`src/rtl/fetch_seq_pkg.sv`:
```
// Shared encodings and limits for the fetch/decode stage sequencer.
package fetch_seq_pkg;

    typedef enum logic [2:0] {
        ST_IDLE  = 3'd0,
        ST_LOAD  = 3'd1,
        ST_RUN   = 3'd2,
        ST_FLUSH = 3'd3,
        ST_HALT  = 3'd4
    } state_t;

    localparam logic [1:0] TF_SEQ = 2'b00;

    localparam int LOAD_CYCLES_MAX  = 255;
    localparam int FLUSH_CYCLES_MAX = 15;

    // One phase counter serves both LOAD and FLUSH, so size it for the larger limit.
    localparam int SEQ_CNT_W = $clog2(LOAD_CYCLES_MAX + 1);

    function automatic logic is_busy(input state_t s);
        return (s == ST_LOAD) || (s == ST_RUN) || (s == ST_FLUSH);
    endfunction

endpackage

```
`src/rtl/load_use_detect.sv`:
```
// Combinational load-use hazard compare between the EX load and the ID sources.
module load_use_detect (
    input  logic       ex_is_load,
    input  logic [3:0] ex_wc,
    input  logic [3:0] id_ra,
    input  logic [3:0] id_rb,
    input  logic       id_use_ra,
    input  logic       id_use_rb,
    output logic       hazard
);

    logic ra_hit;
    logic rb_hit;

    assign ra_hit = id_use_ra && (ex_wc == id_ra);
    assign rb_hit = id_use_rb && (ex_wc == id_rb);
    assign hazard = ex_is_load && (ra_hit || rb_hit);

endmodule

```
`src/rtl/fetch_sequencer.sv`:
```
// Boot-load / run / flush / halt sequencer gating the PC and IF/ID register.
// Optional performance counters are built when FETCH_SEQ_PERF_EN is defined.
module fetch_sequencer
    import fetch_seq_pkg::*;
#(
    parameter int LOAD_CYCLES  = 16,
    parameter int FLUSH_CYCLES = 1,
    parameter int CNT_W        = 32
) (
    input  logic             CLK,
    input  logic             RESET,
    input  logic             start,
    input  logic [1:0]       tf_sel,
    input  logic             halt,
    input  logic             ex_is_load,
    input  logic [3:0]       ex_wc,
    input  logic [3:0]       id_ra,
    input  logic [3:0]       id_rb,
    input  logic             id_use_ra,
    input  logic             id_use_rb,
    output logic             pc_reset,
    output logic             rb_reset,
    output logic             tf_reset,
    output logic             im_read_file,
    output logic             pc_we,
    output logic             ifid_we,
    output logic             ifid_flush,
    output logic             id_bubble,
    output logic             busy,
    output logic [2:0]       state
`ifdef FETCH_SEQ_PERF_EN
    ,
    output logic [CNT_W-1:0] perf_cycles,
    output logic [CNT_W-1:0] perf_stalls,
    output logic [CNT_W-1:0] perf_flushes
`endif
);

    localparam logic [SEQ_CNT_W-1:0] LOAD_LAST  = SEQ_CNT_W'(LOAD_CYCLES - 1);
    localparam logic [SEQ_CNT_W-1:0] FLUSH_LAST = SEQ_CNT_W'(FLUSH_CYCLES - 1);

    state_t                 state_q, state_d;
    logic [SEQ_CNT_W-1:0]   cnt_q, cnt_d;
    logic                   hazard;
    logic                   redirect;
    logic                   resets_on;

    load_use_detect u_load_use_detect (
        .ex_is_load (ex_is_load),
        .ex_wc      (ex_wc),
        .id_ra      (id_ra),
        .id_rb      (id_rb),
        .id_use_ra  (id_use_ra),
        .id_use_rb  (id_use_rb),
        .hazard     (hazard)
    );

    assign redirect = (tf_sel != TF_SEQ);

    always_ff @(posedge CLK or negedge RESET) begin
        if (!RESET) begin
            state_q <= ST_IDLE;
            cnt_q   <= '0;
        end else begin
            state_q <= state_d;
            cnt_q   <= cnt_d;
        end
    end

    always_comb begin
        state_d      = state_q;
        cnt_d        = cnt_q;
        resets_on    = 1'b0;
        im_read_file = 1'b0;
        pc_we        = 1'b0;
        ifid_we      = 1'b0;
        ifid_flush   = 1'b0;
        id_bubble    = 1'b0;

        case (state_q)
            ST_IDLE: begin
                resets_on  = 1'b1;
                ifid_flush = 1'b1;
                if (start) begin
                    state_d = ST_LOAD;
                    cnt_d   = '0;
                end
            end
            ST_LOAD: begin
                resets_on    = 1'b1;
                im_read_file = (cnt_q == '0);
                if (cnt_q == LOAD_LAST) begin
                    state_d = ST_RUN;
                    cnt_d   = '0;
                end else begin
                    cnt_d = cnt_q + 1'b1;
                end
            end
            ST_RUN: begin
                // halt outranks redirect, which outranks the load-use stall
                if (halt) begin
                    state_d = ST_HALT;
                end else if (redirect) begin
                    pc_we   = 1'b1;
                    ifid_we = 1'b1;
                    state_d = ST_FLUSH;
                    cnt_d   = '0;
                end else if (hazard) begin
                    id_bubble = 1'b1;
                end else begin
                    pc_we   = 1'b1;
                    ifid_we = 1'b1;
                end
            end
            ST_FLUSH: begin
                pc_we      = 1'b1;
                ifid_we    = 1'b1;
                ifid_flush = 1'b1;
                if (cnt_q == FLUSH_LAST) begin
                    state_d = ST_RUN;
                    cnt_d   = '0;
                end else begin
                    cnt_d = cnt_q + 1'b1;
                end
            end
            ST_HALT: begin
                if (start) begin
                    state_d = ST_RUN;
                end
            end
            default: begin
                state_d = ST_IDLE;
                cnt_d   = '0;
            end
        endcase
    end

    assign pc_reset = resets_on;
    assign rb_reset = resets_on;
    assign tf_reset = resets_on;
    assign busy     = is_busy(state_q);
    assign state    = state_q;

`ifdef FETCH_SEQ_PERF_EN
    logic [CNT_W-1:0] perf_cycles_q, perf_cycles_d;
    logic [CNT_W-1:0] perf_stalls_q, perf_stalls_d;
    logic [CNT_W-1:0] perf_flushes_q, perf_flushes_d;
    logic             in_run;

    function automatic logic [CNT_W-1:0] sat_inc(input logic [CNT_W-1:0] v);
        return (&v) ? v : v + 1'b1;
    endfunction

    assign in_run = (state_q == ST_RUN);

    always_comb begin
        perf_cycles_d  = perf_cycles_q;
        perf_stalls_d  = perf_stalls_q;
        perf_flushes_d = perf_flushes_q;
        if (state_q == ST_IDLE && start) begin
            perf_cycles_d  = '0;
            perf_stalls_d  = '0;
            perf_flushes_d = '0;
        end else begin
            if (in_run || state_q == ST_FLUSH) begin
                perf_cycles_d = sat_inc(perf_cycles_q);
            end
            if (in_run && !halt && redirect) begin
                perf_flushes_d = sat_inc(perf_flushes_q);
            end
            if (in_run && !halt && !redirect && hazard) begin
                perf_stalls_d = sat_inc(perf_stalls_q);
            end
        end
    end

    always_ff @(posedge CLK or negedge RESET) begin
        if (!RESET) begin
            perf_cycles_q  <= '0;
            perf_stalls_q  <= '0;
            perf_flushes_q <= '0;
        end else begin
            perf_cycles_q  <= perf_cycles_d;
            perf_stalls_q  <= perf_stalls_d;
            perf_flushes_q <= perf_flushes_d;
        end
    end

    assign perf_cycles  = perf_cycles_q;
    assign perf_stalls  = perf_stalls_q;
    assign perf_flushes = perf_flushes_q;
`endif

endmodule
```
`config.mk`:
```
export PLATFORM = sky130hd
export DESIGN_NAME = fetch_sequencer
export DESIGN_NICKNAME = d
export VERILOG_FILES = /design/src/rtl/fetch_seq_pkg.sv /design/src/rtl/load_use_detect.sv /design/src/rtl/fetch_sequencer.sv
export SDC_FILE = /design/constraint.sdc
export NUM_CORES = 1
export LEC_CHECK = 0
export BUFFER_PORTS_ARGS = -buffer_cell sky130_fd_sc_hd__buf_2
export CORE_MARGIN = 2
export CORE_UTILIZATION = 45
export DETAILED_ROUTE_END_ITERATION = 8
export GPL_ROUTABILITY_DRIVEN = 1
export PLACE_DENSITY = 0.82
export SKIP_LAST_GASP = 1
export SLEW_MARGIN = 20
export SYNTH_ARGS = -nofsm -noshare
export SYNTH_HDL_FRONTEND = slang
export SYNTH_SLANG_ARGS = --single-unit
```
`constraint.sdc`:
```
create_clock -name CLK -period 2.5 [get_ports CLK]
set_input_delay 0.125 -clock CLK [delete_from_list [all_inputs] [get_ports CLK]]
set_output_delay 0.125 -clock CLK [all_outputs]
set_load 0.05 [all_outputs]
```
==> metrics.md, run 1 <==
| Metric | Value |
|---|---|
| Outcome | completed |
| Most area-hungry cell type in the Yosys netlist | dfrtp_1 |
| Period minus WS final | 2.04 ns |
| Die H | 49.5 µm |
| Register area share after synthesis | 29.6% |
| Synth Area in Simple Gates | 30.1% |
| CP Data Required Time | 2.38 ns |
| Clock share of power | 13.9% |
| CTS HTree Levels | 1 |
| Via count of the first global-routing pass | 828 |
| Max frequency | 491 MHz |
| # IOs | 33 |
| CTS tree | built |
| Final Skew | 0.00138 ns |
| Area grow syn2layout | 18.7% |
| Post-route ant nets | 0 |
| Worst slew pin tran | 0.486 ns |
| CTS root buf | clkbuf_4 |
| Worst skew pair latency | 0.27 ns |
| Drt initial violations | 15 |
| Num CTS Buffers | 3 |
| Synthesized net count | 131 |
| Final setup viols | 0 |
| Clk slew on worst S/H paths | 0.07 ns |
| Worst reg2reg setup slack | 0.90 ns |
| Psw | 432 µW |
| Mapped cell area | 930 µm² |
| Longest Clk Path Bufs | 2 |
| Hold_sp | start |
| Largest net degree at the start of global routing | 15 |
| Yosys cell types | 43 |
| #FFs+latches synth | 11 |
| Die ar. | 2450 µm² |
| GR Util All Layers | 18.8% |
| Adder-cell share of the synthesized area | 2.69% |
| Synth Instances | 108 |
| Startpoint types | flop |
| Final worst slack | 0.465 ns |
| Post-synth EDFFs | 0 |
| Vias | 912 |
| Int Pwr | 434 µW |
| Hold endpoint | state[1] |
| Vias per cell | 5.60 |
| Worst-case reg-to-reg path depth | 6 |
| Share of flip-flops with an asynchronous set or reset | 100% |
| Hold Path Class | in2reg |
| Clock sink total | 11 |
| Largest family of logic cells by synthesized area | simple AND/OR/NAND/NOR gates |
| Synth cell count leaders | dfrtp_1 (11), nor2_1 (8), xnor2_1 (8) |
| Top cell type's share of synthesized area | 29.6% |
| Routability congestion estimate | 0.815 |
| Wire length per cell | 12.8 µm |
| YS warnings | 0 |
| Residual DRC | 0 |
| Leak | 0.000534 µW |
| Layout cells sized above 1 | 33.1% |
| Reg power frac | 31.6% |
| Area contributors post-synth | dfrtp_1 (30%), xnor2_1 (7.5%), nand3_1 (3.8%), nor3_1 (3.8%), a221o_1 (3.2%) |
| Die W | 49.5 µm |
| Most common cell in the netlist | dfrtp_1 |
| Final hold vios | 0 |
| Peak VDD IR | 0.466 mV |
| Critical Path AT | 1.91 ns |
| Setup TNS | 0 ns |
| Switching Fraction | 49.9% |
| Slew Viols, Final | 0 |
| Logic gate share of total power | 54.5% |
| Final Net Count | 160 |
| R2r endpoint | state[0] |
| Place WS | 0.762 ns |
| Core box area | 1960 µm² |
| Global-route wire length before repair | 3580 µm |
| Final Cycle Share | 81.4% |
| Antenna violations before repair | 0 |
| Synth Area in Compound Gates | 20.5% |
| Mapped Avg Cell Area | 8.61 µm² |
| PD cells | 784 nW/µm² |
| Hold path cells | 3 |
| Prevailing post-synth register cell | dfrtp_1 |
| Port Buffers | 32 |
| Setup crit end kind | output port |
| Row count | 16 |
| GR Overflow Total | 0 |
| Critical path class | reg2out |
| Antenna fix cells | 0 |
| Max cap viols | 0 |
| RSZ-0062 raised after global routing | false |
| Initial Util | 47.4% |
| Drt pass-1 iters | 4 |
| Worst relative slew slack | 67.3% |
| R2r startpoint | cnt_q[0] |
| Post-Synth XOR/XNOR Area | 7.54% |
| HPWL after DPL | 1640 µm |
| DRT Wirelength | 2090 µm |
| Max Fanout on Critical Path | 14 |
| Post-synthesis mux area share | 1.21% |
==> per-stage QoR <==
stage / util (%) / instance area (µm²) / cells / total power [µW] / hold slack (ns)
4_1_cts: 56.3 / 1100 / 163 / 872 / 0.170
3_5_place_dp: 54.4 / 1070 / 158 / 748 / 0.0104
5_1_grt: 56.3 / 1100 / 163 / 925 / 0.177
3_3_place_gp: 54.4 / 1070 / 158 / 728 / 0.00872
6_report: 56.3 / 1100 / 163 / 866 / 0.169
2_1_floorplan: - / 932 / 108 / 654 / -0.171
==> state kept, by name, summed over array words and instances, names as in the netlist <==
name   count
cnt_q      8
state      3
==> cells by family (layout without fill, tap and decap cells) <==
| family | Yosys count | in the layout |
|---|---|---|
| DFF | 11 | 11 |
| AOI/OAI and AO/OA | 23 | 23 |
| muxes | 1 | 1 |
| and+or+nand+nor | 49 | 49 |
| adders and majority gates | 2 | 2 |
| buffers and inverters | 14 | 42 |
| xor gates and xnor gates | 8 | 8 |
==> power by group through the flow <==
stage | combinational [µW] | sequential [µW] | clock (µW)
2_1_floorplan | 386 | 268 | 0
6_report | 472 | 274 | 120
3_3_place_gp | 455 | 273 | 0
4_1_cts | 475 | 273 | 124
5_1_grt | 506 | 282 | 137
3_5_place_dp | 472 | 276 | 0
==> how the worst max path moves through the flow <==
stage	startpoint	to	slack, ns	depth (start not counted)
after floorplan	state[2]	im_read_file	0.21	4
after global placement	state[2]	ifid_we	0.82	5
after detailed placement	state[2]	pc_we	0.76	5
after CTS	state[2]	pc_we	0.46	5
after global routing	state[2]	ifid_we	0.32	5
final	state[1]	pc_we	0.46	5
==> cell usage in the layout, fill, tap and decap left out, drive strengths merged, types with 4 or more instances in the layout <==
master,count
nand3,7
dfrtp,11
nand2,7
inv,5
buf,32
clkbuf,4
a21oi,4
xnor2,8
nor3,7
nor2,9
==> critical path, cell delays in order (launching register included) <==
cell and delay (ns):
dfrtp_1 0.59, inv_2 0.08, nor4_1 0.39, o32ai_1 0.19, nor2_2 0.12, buf_2 0.27
==> layer usage <==
metal / up-vias / track usage [%] / share of wire (%)
li1: 448 / - / -
met1: 421 / 23.9 / 42
met2: 41 / 31.5 / 50
met3: 2 / 4.55 / 7.5
met4: 0 / 5.56 / 0.91
met5: - / 0 / 0
==> cell type report <==
cell class	instances	area [µm²]
Clock buffer	4	26.3
Fill cell	190	858
Inverter	5	18.8
Multi-Input combinational cell	83	579
Sequential cell	11	275
Tap cell	27	33.8
Timing Repair Buffer	33	170
==> what timing repair did <==
| action | in CTS | in global routing |
|---|---|---|
| gates resized for setup | 0 | 0 |
| endpoints found under the hold margin | 11 | 0 |
| setup buffers | 0 | 0 |
| hold buffers | 1 | 0 |
Note: power is estimated with default switching activity, not from simulation.
==> run 2, diff against run 1 <==
CORE_UTILIZATION = 44   (was 45)
PLACE_DENSITY = 0.84   (was 0.82)
clock period = 1.85 ns   (was 2.5 ns; I/O delays follow)
==> run 2 against run 1 <==
Net effect: clock skew about the same; critical path type unchanged; power up 38%; clock power rose by 35%; largest cell class unchanged; register-to-register slack got worse by 0.64 ns; core utilization increased by 1.7 points; die area is 2.1% higher.
==> metrics.md, run 2 (synthesis results as in run 1) <==
| Metric | Value |
|---|---|
| Outcome | completed |
| Max reg flops | 8 |
| Post-route ant nets | 0 |
| Final Cycle Share | 95.7% |
| Startpoint types | flop |
| Area grow syn2layout | 23.6% |
| Top reg by flops | cnt_q |
| Worst relative slew slack | 72.2% |
| Reg area | 277 µm² |
| Crit path from | cnt_q[4] |
| Worst-case reg-to-reg path depth | 5 |
| Finished Cell Area | 1150 µm² |
| Period minus WS final | 1.77 ns |
| Critical Path AT | 1.68 ns |
| Hold Path Class | in2reg |
| Max cap viols | 0 |
| Final Skew | 0.00151 ns |
| Leak | 0.000553 µW |
| CP Data Required Time | 1.76 ns |
| Most common cell after layout, fill and taps aside | buf_2 |
| Slew Viols, Final | 0 |
| Hold Slack | 0.132 ns |
| Clock sink total | 11 |
| Residual DRC | 0 |
| Die ar. | 2500 µm² |
| Max frequency | 565 MHz |
| Port Buffers | 32 |
| # IOs | 33 |
| Crit path capture | im_read_file |
| Worst reg2reg setup slack | 0.26 ns |
| PD cells | 1040 nW/µm² |
| Initial Util | 46.9% |
| CTS root buf | clkbuf_4 |
| CTS HTree Levels | 1 |
| R2r endpoint | state[0] |
| Setup TNS | 0 ns |
| Drt initial violations | 17 |
| Vias per cell | 5.64 |
| Vias | 936 |
| Num CTS Buffers | 3 |
| CTS tree | built |
| Worst skew pair latency | 0.26 ns |
| Multi-input gate area | 601 µm² |
| Logic gate share of total power | 55.1% |
| Switching Fraction | 49.2% |
| GR Overflow Total | 0 |
| Dpl cells | 161 |
| Int Pwr | 608 µW |
| Final std cells w/o fill | 166 |
| HPWL after DPL | 1660 µm |
| Peak VDD IR | 0.490 mV |
| Psw | 589 µW |
| Antenna fix cells | 0 |
| Clk slew on worst S/H paths | 0.07 ns |
| Via count of the first global-routing pass | 881 |
| Hold_sp | start |
| Largest net degree at the start of global routing | 12 |
| Global-route wire length before repair | 3530 µm |
| RSZ-0062 raised after global routing | false |
| Max Fanout on Critical Path | 7 |
| Final hold vios | 0 |
| Layout cells sized above 1 | 38.1% |
| Most frequent cells in the layout | buf_2 (32), dfrtp_1 (10), xnor2_1 (8) |
| Antenna violations before repair | 0 |
| Clock share of power | 13.6% |
| Worst slew pin tran | 0.417 ns |
| Placed cell area | 1100 µm² |
| DRT Wirelength | 2090 µm |
| Wire length per cell | 12.6 µm |
| Die W | 50.0 µm |
| Post-layout power | 1200 µW |
| Longest Clk Path Bufs | 2 |
| Reg power frac | 31.3% |
| Critical path class | reg2out |
| Core box area | 1980 µm² |
| Setup crit end kind | output port |
| Row count | 16 |
| Routability congestion estimate | 0.827 |
| R2r startpoint | state[1] |
| Drt pass-1 iters | 4 |
| Final Net Count | 163 |
| GR Util All Layers | 18.2% |
| Final setup viols | 0 |
| Die H | 50.0 µm |
| Fillcell total | 178 |
[run 2: cell type report]
| type | count | share of cell area (%) |
|---|---|---|
| repair buffers | 36 | 16.8 |
| well taps | 27 | 2.94 |
| clock buffers | 4 | 2.29 |
| flip-flops and latches | 11 | 24.1 |
| inverters | 5 | 1.63 |
| multi-input cells | 83 | 52.3 |
[run 2: timing repair]
action,4_1_cts,5_1_grt
setup buffers,0,0
hold buffers,1,0
endpoints found under the hold margin,11,0
setup endpoints to repair,2,2
resized for setup,1,1
[run 2: layer usage]
layer | vias to the layer above | share of wire (%) | global-route usage (%) | wire length, µm
li1 | 455 | - | - | -
met1 | 444 | 44 | 21.9 | 927
met2 | 33 | 49 | 31.6 | 1020
met3 | 4 | 4.8 | 2.73 | 100
met4 | 0 | 1.9 | 8.33 | 40
met5 | - | 0 | 0 | 0
[run 2: worst min-delay path by stage]
| stage | endpoint | slack, ns | depth (start not counted) |
|---|---|---|---|
| after floorplan | cnt_q[0] | -0.20 | 0 |
| after global placement | cnt_q[4] | -0.03 | 1 |
| after detailed placement | cnt_q[6] | -0.02 | 1 |
| after CTS | state[1] | 0.12 | 3 |
| after global routing | state[1] | 0.15 | 3 |
| final | state[1] | 0.13 | 3 |
[run 2: stage by stage]
step	setup slack, ns	util [%]
CTS	0.0646	57.9
finish	0.0797	58.0
global route	0.0133	58.0
floorplan	-0.234	-
global placement	0.334	55.7
detailed placement	0.284	55.7
[run 2: worst max-delay path, cell delays in order, from the launching register on]
cell and delay (ns):
dfrtp_1 0.47, nor4_4 0.42, nand3_1 0.15, nor3_2 0.11, buf_2 0.27
[run 2: power by group through the flow]
stage | clock, µW | combinational (µW) | sequential [µW]
2_1_floorplan | 0 | 535 | 362
3_5_place_dp | 0 | 660 | 373
3_3_place_gp | 0 | 640 | 366
4_1_cts | 168 | 663 | 369
5_1_grt | 172 | 722 | 386
6_report | 162 | 660 | 375
